`src/rtl/sr_cmd_debounce.sv`:
```
// Command front end for an SR flip-flop: synchronizes and debounces raw set/clear lines and emits spaced single-cycle s/r pulses.
// Optional build macro SR_CMD_REDUNDANT_FILTER_EN drops requests that would not change the flip-flop state.
module sr_cmd_debounce #(
    parameter int DB_CYCLES = 4,
    parameter int CNT_W     = 3,
    parameter int PRIO_SET  = 1
) (
    input  logic clk,
    input  logic rst,
    input  logic set_raw,
    input  logic clr_raw,
    output logic s,
    output logic r,
    output logic cmd_busy,
    output logic q_shadow,
    output logic err_both
);

    localparam bit SET_WINS = (PRIO_SET != 0);
    localparam logic [CNT_W-1:0] CNT_MAX = CNT_W'(DB_CYCLES - 1);

    typedef enum logic [1:0] {
        IDLE    = 2'd0,
        PULSE_S = 2'd1,
        PULSE_R = 2'd2,
        GAP     = 2'd3
    } state_t;

    // Bit 0 carries the set channel, bit 1 the clear channel.
    logic [1:0]       sync1;
    logic [1:0]       sync2;
    logic [1:0]       db_level;
    logic [1:0]       db_prev;
    logic [CNT_W-1:0] cnt [2];

    logic   pend_s;
    logic   pend_r;
    state_t state;

    logic [1:0] rise;
    logic       both_rise;
    logic       rise_s;
    logic       rise_r;
    logic       serve_s;
    logic       serve_r;
    logic       go_s;
    logic       go_r;

    // NOTE: every register below is updated with non-blocking assignments so all flops sample the same pre-edge values.
    always_ff @(posedge clk) begin
        if (rst) begin
            sync1    <= '0;
            sync2    <= '0;
            db_level <= '0;
            db_prev  <= '0;
            for (int i = 0; i < 2; i++) cnt[i] <= '0;
        end else begin
            sync1   <= {clr_raw, set_raw};
            sync2   <= sync1;
            db_prev <= db_level;
            for (int i = 0; i < 2; i++) begin
                if (sync2[i] == db_level[i]) begin
                    cnt[i] <= '0;
                end else if (cnt[i] == CNT_MAX) begin
                    db_level[i] <= sync2[i];
                    cnt[i]      <= '0;
                end else begin
                    cnt[i] <= cnt[i] + 1'b1;
                end
            end
        end
    end

    // A same-edge rise on both channels keeps only the priority winner.
    assign rise      = db_level & ~db_prev;
    assign both_rise = &rise;
    assign rise_s    = rise[0] && (!both_rise || SET_WINS);
    assign rise_r    = rise[1] && (!both_rise || !SET_WINS);

    // NOTE: defaults first so no path through this block leaves a signal unassigned (no latch).
    always_comb begin
        serve_s = 1'b0;
        serve_r = 1'b0;
        go_s    = 1'b0;
        go_r    = 1'b0;
        if (state == IDLE) begin
            serve_s = pend_s && (SET_WINS || !pend_r);
            serve_r = pend_r && !serve_s;
`ifdef SR_CMD_REDUNDANT_FILTER_EN
            go_s = serve_s && !q_shadow;
            go_r = serve_r && q_shadow;
`else
            go_s = serve_s;
            go_r = serve_r;
`endif
        end
    end

    always_ff @(posedge clk) begin
        if (rst) begin
            state    <= IDLE;
            s        <= 1'b0;
            r        <= 1'b0;
            q_shadow <= 1'b0;
            err_both <= 1'b0;
            pend_s   <= 1'b0;
            pend_r   <= 1'b0;
        end else begin
            s        <= 1'b0;
            r        <= 1'b0;
            err_both <= both_rise;
            pend_s   <= (pend_s && !serve_s) || rise_s;
            pend_r   <= (pend_r && !serve_r) || rise_r;
            case (state)
                IDLE: begin
                    if (go_s) begin
                        state    <= PULSE_S;
                        s        <= 1'b1;
                        q_shadow <= 1'b1;
                    end else if (go_r) begin
                        state    <= PULSE_R;
                        r        <= 1'b1;
                        q_shadow <= 1'b0;
                    end
                end
                PULSE_S: state <= GAP;
                PULSE_R: state <= GAP;
                GAP:     state <= IDLE;
                default: state <= IDLE;
            endcase
        end
    end

    assign cmd_busy = (state != IDLE);

endmodule
```
`config.mk`:
```
export PLATFORM = sky130hd
export DESIGN_NAME = sr_cmd_debounce
export DESIGN_NICKNAME = d
export VERILOG_FILES = /design/src/rtl/sr_cmd_debounce.sv
export SDC_FILE = /design/constraint.sdc
export NUM_CORES = 1
export LEC_CHECK = 0
export ABC_AREA = 1
export CORE_MARGIN = 1.5
export CORE_UTILIZATION = 50
export DETAILED_ROUTE_END_ITERATION = 6
export PLACE_DENSITY = 0.79
export SLEW_MARGIN = 20
export SYNTH_ARGS = -nofsm -noshare
export SYNTH_HDL_FRONTEND = slang
export SYNTH_SLANG_ARGS = --single-unit
```
`constraint.sdc`:
```
create_clock -name clk -period 2 [get_ports clk]
set_input_delay 0.2 -clock clk [delete_from_list [all_inputs] [get_ports clk]]
set_output_delay 0.2 -clock clk [all_outputs]
set_load 0.1 [all_outputs]
```
==> results of run 1 <==
==> flip-flops by register name (all words and copies together), names as in the netlist <==
| signal | count |
|---|---|
| sync1 | 2 |
| db_level | 2 |
| sync2 | 2 |
| q_shadow | 1 |
| cnt | 6 |
| err_both | 1 |
| pend_r | 1 |
| db_prev | 2 |
| state | 2 |
| r | 1 |
| s | 1 |
| pend_s | 1 |
==> cell usage in the layout, fill, tap and decap left out <==
cell type	synthesis	final
o21ai_0	2	2
clkbuf_4	0	3
a21oi_1	1	1
ha_1	5	5
buf_12	0	1
dfxtp_1	16	16
clkdlybuf4s50_1	0	3
buf_4	0	4
nor2_4	2	2
edfxtp_1	6	6
nand2_1	15	15
nand3_1	8	8
nand3_2	1	1
inv_1	23	23
nor2_1	21	21
conb_1	1	6
==> cells by family after synthesis <==
logic type	count (synthesis)	share of synthesized area
other	1	0.00423
adders and majority gates	5	0.0705
DFF	22	0.564
AOI/OAI and AO/OA	3	0.0169
buffers and inverters	24	0.110
and+or+nand+nor	47	0.234
==> report_power, final <==
part / internal (mW) / switching (mW)
logic: 0.0714 / 0.140
registers: 0.479 / 0.00759
clock network: 0.0702 / 0.117
total: 0.620 / 0.265
==> how the worst max path moves through the flow <==
stage	startpoint	endpoint	slack (ps)	depth (start not counted)
final	state[0]$_SDFFE_PP0P_	cmd_busy	530	4
after detailed placement	rst	cnt[0][1]$_SDFFCE_PN0P_	440	4
after global routing	state[0]$_SDFFE_PP0P_	cmd_busy	440	4
after global placement	rst	cnt[0][1]$_SDFFCE_PN0P_	460	4
after CTS	state[0]$_SDFFE_PP0P_	cmd_busy	510	4
after floorplan	state[0]$_SDFFE_PP0P_	state[1]$_SDFFE_PP0P_	480	6
==> layer usage <==
metal | routed length, um | global-route usage | vias to the layer above
li1 | - | - | 331
met1 | 557 | 0.172 | 250
met2 | 509 | 0.223 | 11
met3 | 41 | 0.0360 | 4
met4 | 37 | 0.106 | 0
met5 | 0 | 0 | -
==> area by class of cell <==
class | instances | area [sq um] | share of cell area
Clock buffer | 3 | 22.5 | 0.0221
Inverter | 23 | 86.3 | 0.0848
Tap cell | 17 | 21.3 | 0.0209
Timing Repair Buffer | 8 | 80.1 | 0.0786
Multi-Input combinational cell | 61 | 308 | 0.302
Sequential cell | 22 | 500 | 0.491
==> worst reg2reg max path, stage by stage, from the launching register on <==
cell	delay (ps)
edfxtp_1	410
ha_1	220
ha_1	210
nor2_1	130
nand3_1	140
nor2_1	110
==> flow_metrics.py, run 1 <==
metrics = {
    "placement": {
        "hpwl_um": 878,
        "io_buffers": 8,
        "globalplace.congestion": 0.772,
        "dp_slack_ps": 440,
        "placed_cell_area_sq_um": 996,
        "dp_cells": 131,
    },
    "floorplan": {
        "dieWidth_um": 45.1,
        "rows": 15,
        "io_pins": 9,
        "die_y_um": 45.1,
        "core_sq_mm": 0.00169,
        "die-area_sq_mm": 0.00204,
        "initial_core_util": 0.525,
    },
    "logic_synthesis": {
        "ys.flop_type": "dfxtp_1",
        "synth.avg_cell_area_sq_um": 8.70,
        "yosys.area.top_type": "dfxtp_1",
        "syn-instance-count": 102,
        "synth.most_common_cell": "inv_1",
        "synthTopCellsByArea": "dfxtp_1, edfxtp_1, inv_1",
        "yosys-top-cells-count": "inv_1, nor2_1, dfxtp_1",
        "ys_ff_latch": 22,
        "synth_area_sq_um": 887,
        "ys_types": 13,
        "synth.top_cell.area_share": 0.361,
        "async_reset_ff_frac": 0,
        "ys_warn_count": 0,
        "ys_seq_area_frac": 0.564,
        "synth_edf_count": 6,
    },
    "critical_path": {
        "worstSetupEndpointType": "primary output",
        "reg2reg_setup_slack_ps": 650,
        "critPathMaxStageDelay_ps": 330,
        "rr_worst_depth": 5,
        "critPathMaxFanout": 5,
        "slowest_stage": "dfxtp_1",
        "r2r_end": "cnt[0][1]$_SDFFCE_PN0P_",
        "path_cells": "inv_1 > ha_1 > inv_1 > buf_12",
        "critPathBufInv": 3,
        "crit_required_ps": 1800,
        "arrival_ps": 1270,
        "rr_startpoint": "cnt[0][0]$_SDFFCE_PN0P_",
        "critical_path_class": "flip-flop to primary output",
        "start_kind": "flip-flop",
        "path_common_cell": "inv_1",
        "crit_family": "buffers and inverters",
    },
    "sta": {
        "fin_crit_ps": 1470,
        "skew_ps": 3.29,
        "finalHoldViolations": 0,
        "rsz0062_at_grt": "no",
        "max_freq_ghz": 0.679,
        "tightest_slew_ps": 501,
        "fin_crit_sh": 0.737,
        "relSlewSlack": 0.665,
        "setup_tns_ps": 0,
        "setup_violations": 0,
        "layout_setup_ws_ps": 526,
        "hold_ws_ps": 407,
        "report.final.slew_viol_count": 0,
    },
    "clock_tree": {
        "post_cts_buffers": 0,
        "clock_latency_ps": 300,
        "cts.htree.levels": 1,
        "cts.reportedPaths.clkPinSlew_ps": 110,
        "cts_resized": 0,
        "cts_sinks": 22,
        "ctsLongestPathBuffers": 2,
        "tritoncts": "built",
        "root_buffer": "clkbuf_4",
        "cts-buffers-inserted": 3,
        "hold_buffers": 0,
    },
    "global_routing": {
        "antenna_found_initial": 0,
        "grt_pass1_wl_um": 2060,
        "grt_usage": 0.144,
        "grt-ovfl-total": 0,
        "grt_max_degree": 13,
        "grt_pass1_vias": 522,
    },
    "cells_and_area": {
        "antenna_cells": 0,
        "syn_to_final_growth_pct": 14.8,
        "layout-drive-gt1-share": 0.0940,
        "design_area_sq_mm": 0.00102,
        "final_core_util": 0.603,
        "nFillCells": 151,
        "final-instance-count-excl-fill": 134,
        "finalNetCount": 128,
    },
    "hold_path": {
        "hp-start": "set_raw",
        "holdCritPathClass": "input pin to flip-flop",
        "min_path_cells": 3,
        "min_to": "sync1[0]$_SDFF_PP0_",
    },
    "power_and_ir_drop": {
        "peakVddDrop_uv": 584,
        "power_uw": 886,
        "p_leak_nw": 0.493,
        "power.density_mw_per_mm2": 870,
    },
    "routing": {
        "routedWlPerCell_um": 8.54,
        "wirelength_um": 1150,
        "viasPerCell": 4.45,
        "drtAntennaViolNets": 0,
        "drt_pass1_iterations": 3,
        "drc": 0,
        "drtIter0Drc": 13,
        "vias": 596,
    },
    "status": {
        "outcome": "finished, final reports clean",
    },
    "flow_run": {
        "cap_violations": 0,
    },
}
Power figures use the tool's default switching activity.
==> run 2: changes to the inputs <==
Clock period 2 ns to 1.4 ns, I/O delays scaled along.
==> run 2 against run 1 <==
Wire length is 21% higher. Register-to-register slack worse by 590 ps. Combinational power is 93% higher. Final cell count is 5.2% higher. Total power is 58% higher. Critical path type unchanged. Largest cell class unchanged. Highest routed layer unchanged.
==> flow_metrics.py, run 2 (synthesis results as in run 1) <==
metrics = {
    "status": {
        "outcome": "finished, final reports clean",
    },
    "global_routing": {
        "grt_pass1_vias": 556,
        "use_met2": 0.269,
        "met3_usage": 0.0360,
        "grt_usage": 0.160,
        "busiest_layer": "met2",
        "antenna_found_initial": 0,
        "grt_pass1_wl_um": 2190,
        "grt_use_met1": 0.164,
        "grt_max_degree": 13,
        "grt-ovfl-total": 0,
    },
    "power_and_ir_drop": {
        "p_leak_nw": 0.526,
        "power.density_mw_per_mm2": 1220,
        "peakVddDrop_uv": 814,
        "power_mw": 1.40,
    },
    "routing": {
        "vias": 666,
        "drc": 0,
        "routedWlPerCell_um": 9.81,
        "drtIter0Drc": 5,
        "drtAntennaViolNets": 0,
        "viasPerCell": 4.72,
        "wirelength_um": 1380,
        "drt_pass1_iterations": 4,
    },
    "cells_and_area": {
        "regMostFlops": "cnt",
        "syn_to_final_growth_pct": 29.2,
        "finalNetCount": 134,
        "layout-drive-gt1-share": 0.194,
        "final_core_util": 0.679,
        "antenna_cells": 0,
        "layout_commonest_cell": "inv_1",
        "final_cell_mix": "inv_1, nor2_1, dfxtp_1",
        "largest_register_ffs": 6,
    },
    "sta": {
        "setup_violations": 0,
        "fin_crit_sh": 0.966,
        "fin_crit_ps": 1350,
        "max_freq_ghz": 0.739,
        "skew_ps": 1.22,
        "finalHoldViolations": 0,
        "hold_ws_ps": 329,
        "report.final.slew_viol_count": 0,
        "setup_tns_ps": 0,
    },
    "critical_path": {
        "cp-startpoint": "state[1]$_SDFFE_PP0P_",
        "worstSetupEndpointType": "primary output",
        "critPathMaxFanout": 5,
        "start_kind": "flip-flop",
        "crit_required_ps": 1260,
        "critPathMaxStageDelay_ps": 320,
        "arrival_ps": 1210,
        "reg2reg_setup_slack_ps": 60,
        "rr_startpoint": "cnt[1][0]$_SDFFCE_PN0P_",
        "critical_path_class": "flip-flop to primary output",
        "slowest_stage": "dfxtp_1",
        "path_cells": "inv_1 > ha_4 > clkinvlp_4 > buf_12",
    },
    "placement": {
        "hpwl_um": 1060,
        "io_buffers": 8,
        "globalplace.congestion": 0.756,
    },
    "floorplan": {
        "rows": 15,
        "dieWidth_um": 45.1,
        "core_sq_mm": 0.00169,
        "initial_core_util": 0.525,
        "io_pins": 9,
        "die_y_um": 45.1,
        "die-area_sq_mm": 0.00204,
    },
    "hold_path": {
        "holdCritPathClass": "input pin to flip-flop",
        "hp-start": "set_raw",
    },
    "clock_tree": {
        "clock_latency_ps": 310,
        "cts.htree.levels": 1,
        "cts.reportedPaths.clkPinSlew_ps": 120,
        "root_buffer": "clkbuf_4",
        "cts_sinks": 22,
        "cts-buffers-inserted": 3,
        "ctsLongestPathBuffers": 2,
        "tritoncts": "built",
    },
    "flow_run": {
        "cap_violations": 0,
    },
}
-- run 2: final cells by class --
type	count	area (sq um)
Fill cell	136	543
Clock buffer	3	22.5
Clock inverter	1	3.75
Timing Repair Buffer	14	175
Tap cell	17	21.3
Sequential cell	22	500
Multi-Input combinational cell	61	333
Inverter	23	90.1
-- run 2: through the flow --
step	instance area, sq um	worst slack [ps]	instances
6_report	1150	47.6	141
3_5_place_dp	1080	44.0	133
3_3_place_gp	1080	124	133
4_1_cts	1100	13.9	137
2_1_floorplan	922	29.4	107
5_1_grt	1150	-7.57	141
-- run 2: critical path: cells and delay by family, from the launching register on --
| kind | cells | cell delay, ps |
|---|---|---|
| DFF | 1 | 320 |
| buffers and inverters | 3 | 410 |
| adders and majority gates | 1 | 170 |
-- run 2: path summary, 6_finish.rpt --
path | end | cells past startpoint
min reg2reg | sync2[1]$_SDFF_PP0_ | 2
max reg2reg | cnt[1][0]$_SDFFCE_PN0P_ | 5
min | sync1[0]$_SDFF_PP0_ | 3
max | cmd_busy | 4
-- run 2: timing repair --
| item | in CTS | in global routing |
|---|---|---|
| hold buffers | 0 | 0 |
| buffers inserted | 0 | 4 |
| endpoints found under the setup margin | 0 | 4 |
| gates resized for setup | 0 | 5 |
-- run 2: layer usage --
metal  vias up  wire length [um]
met5         -                 0
met2        11               770
li1        345                 -
met3         4                39
met1       306               520
met4         0                53
-- run 2: where the power goes --
part	leakage [nW]	internal (mW)	switching (mW)	total, mW
Clock	0.0154	0.104	0.191	0.295
Combinational	0.318	0.179	0.231	0.410
Sequential	0.192	0.684	0.0135	0.698
Total	0.526	0.968	0.435	1.40
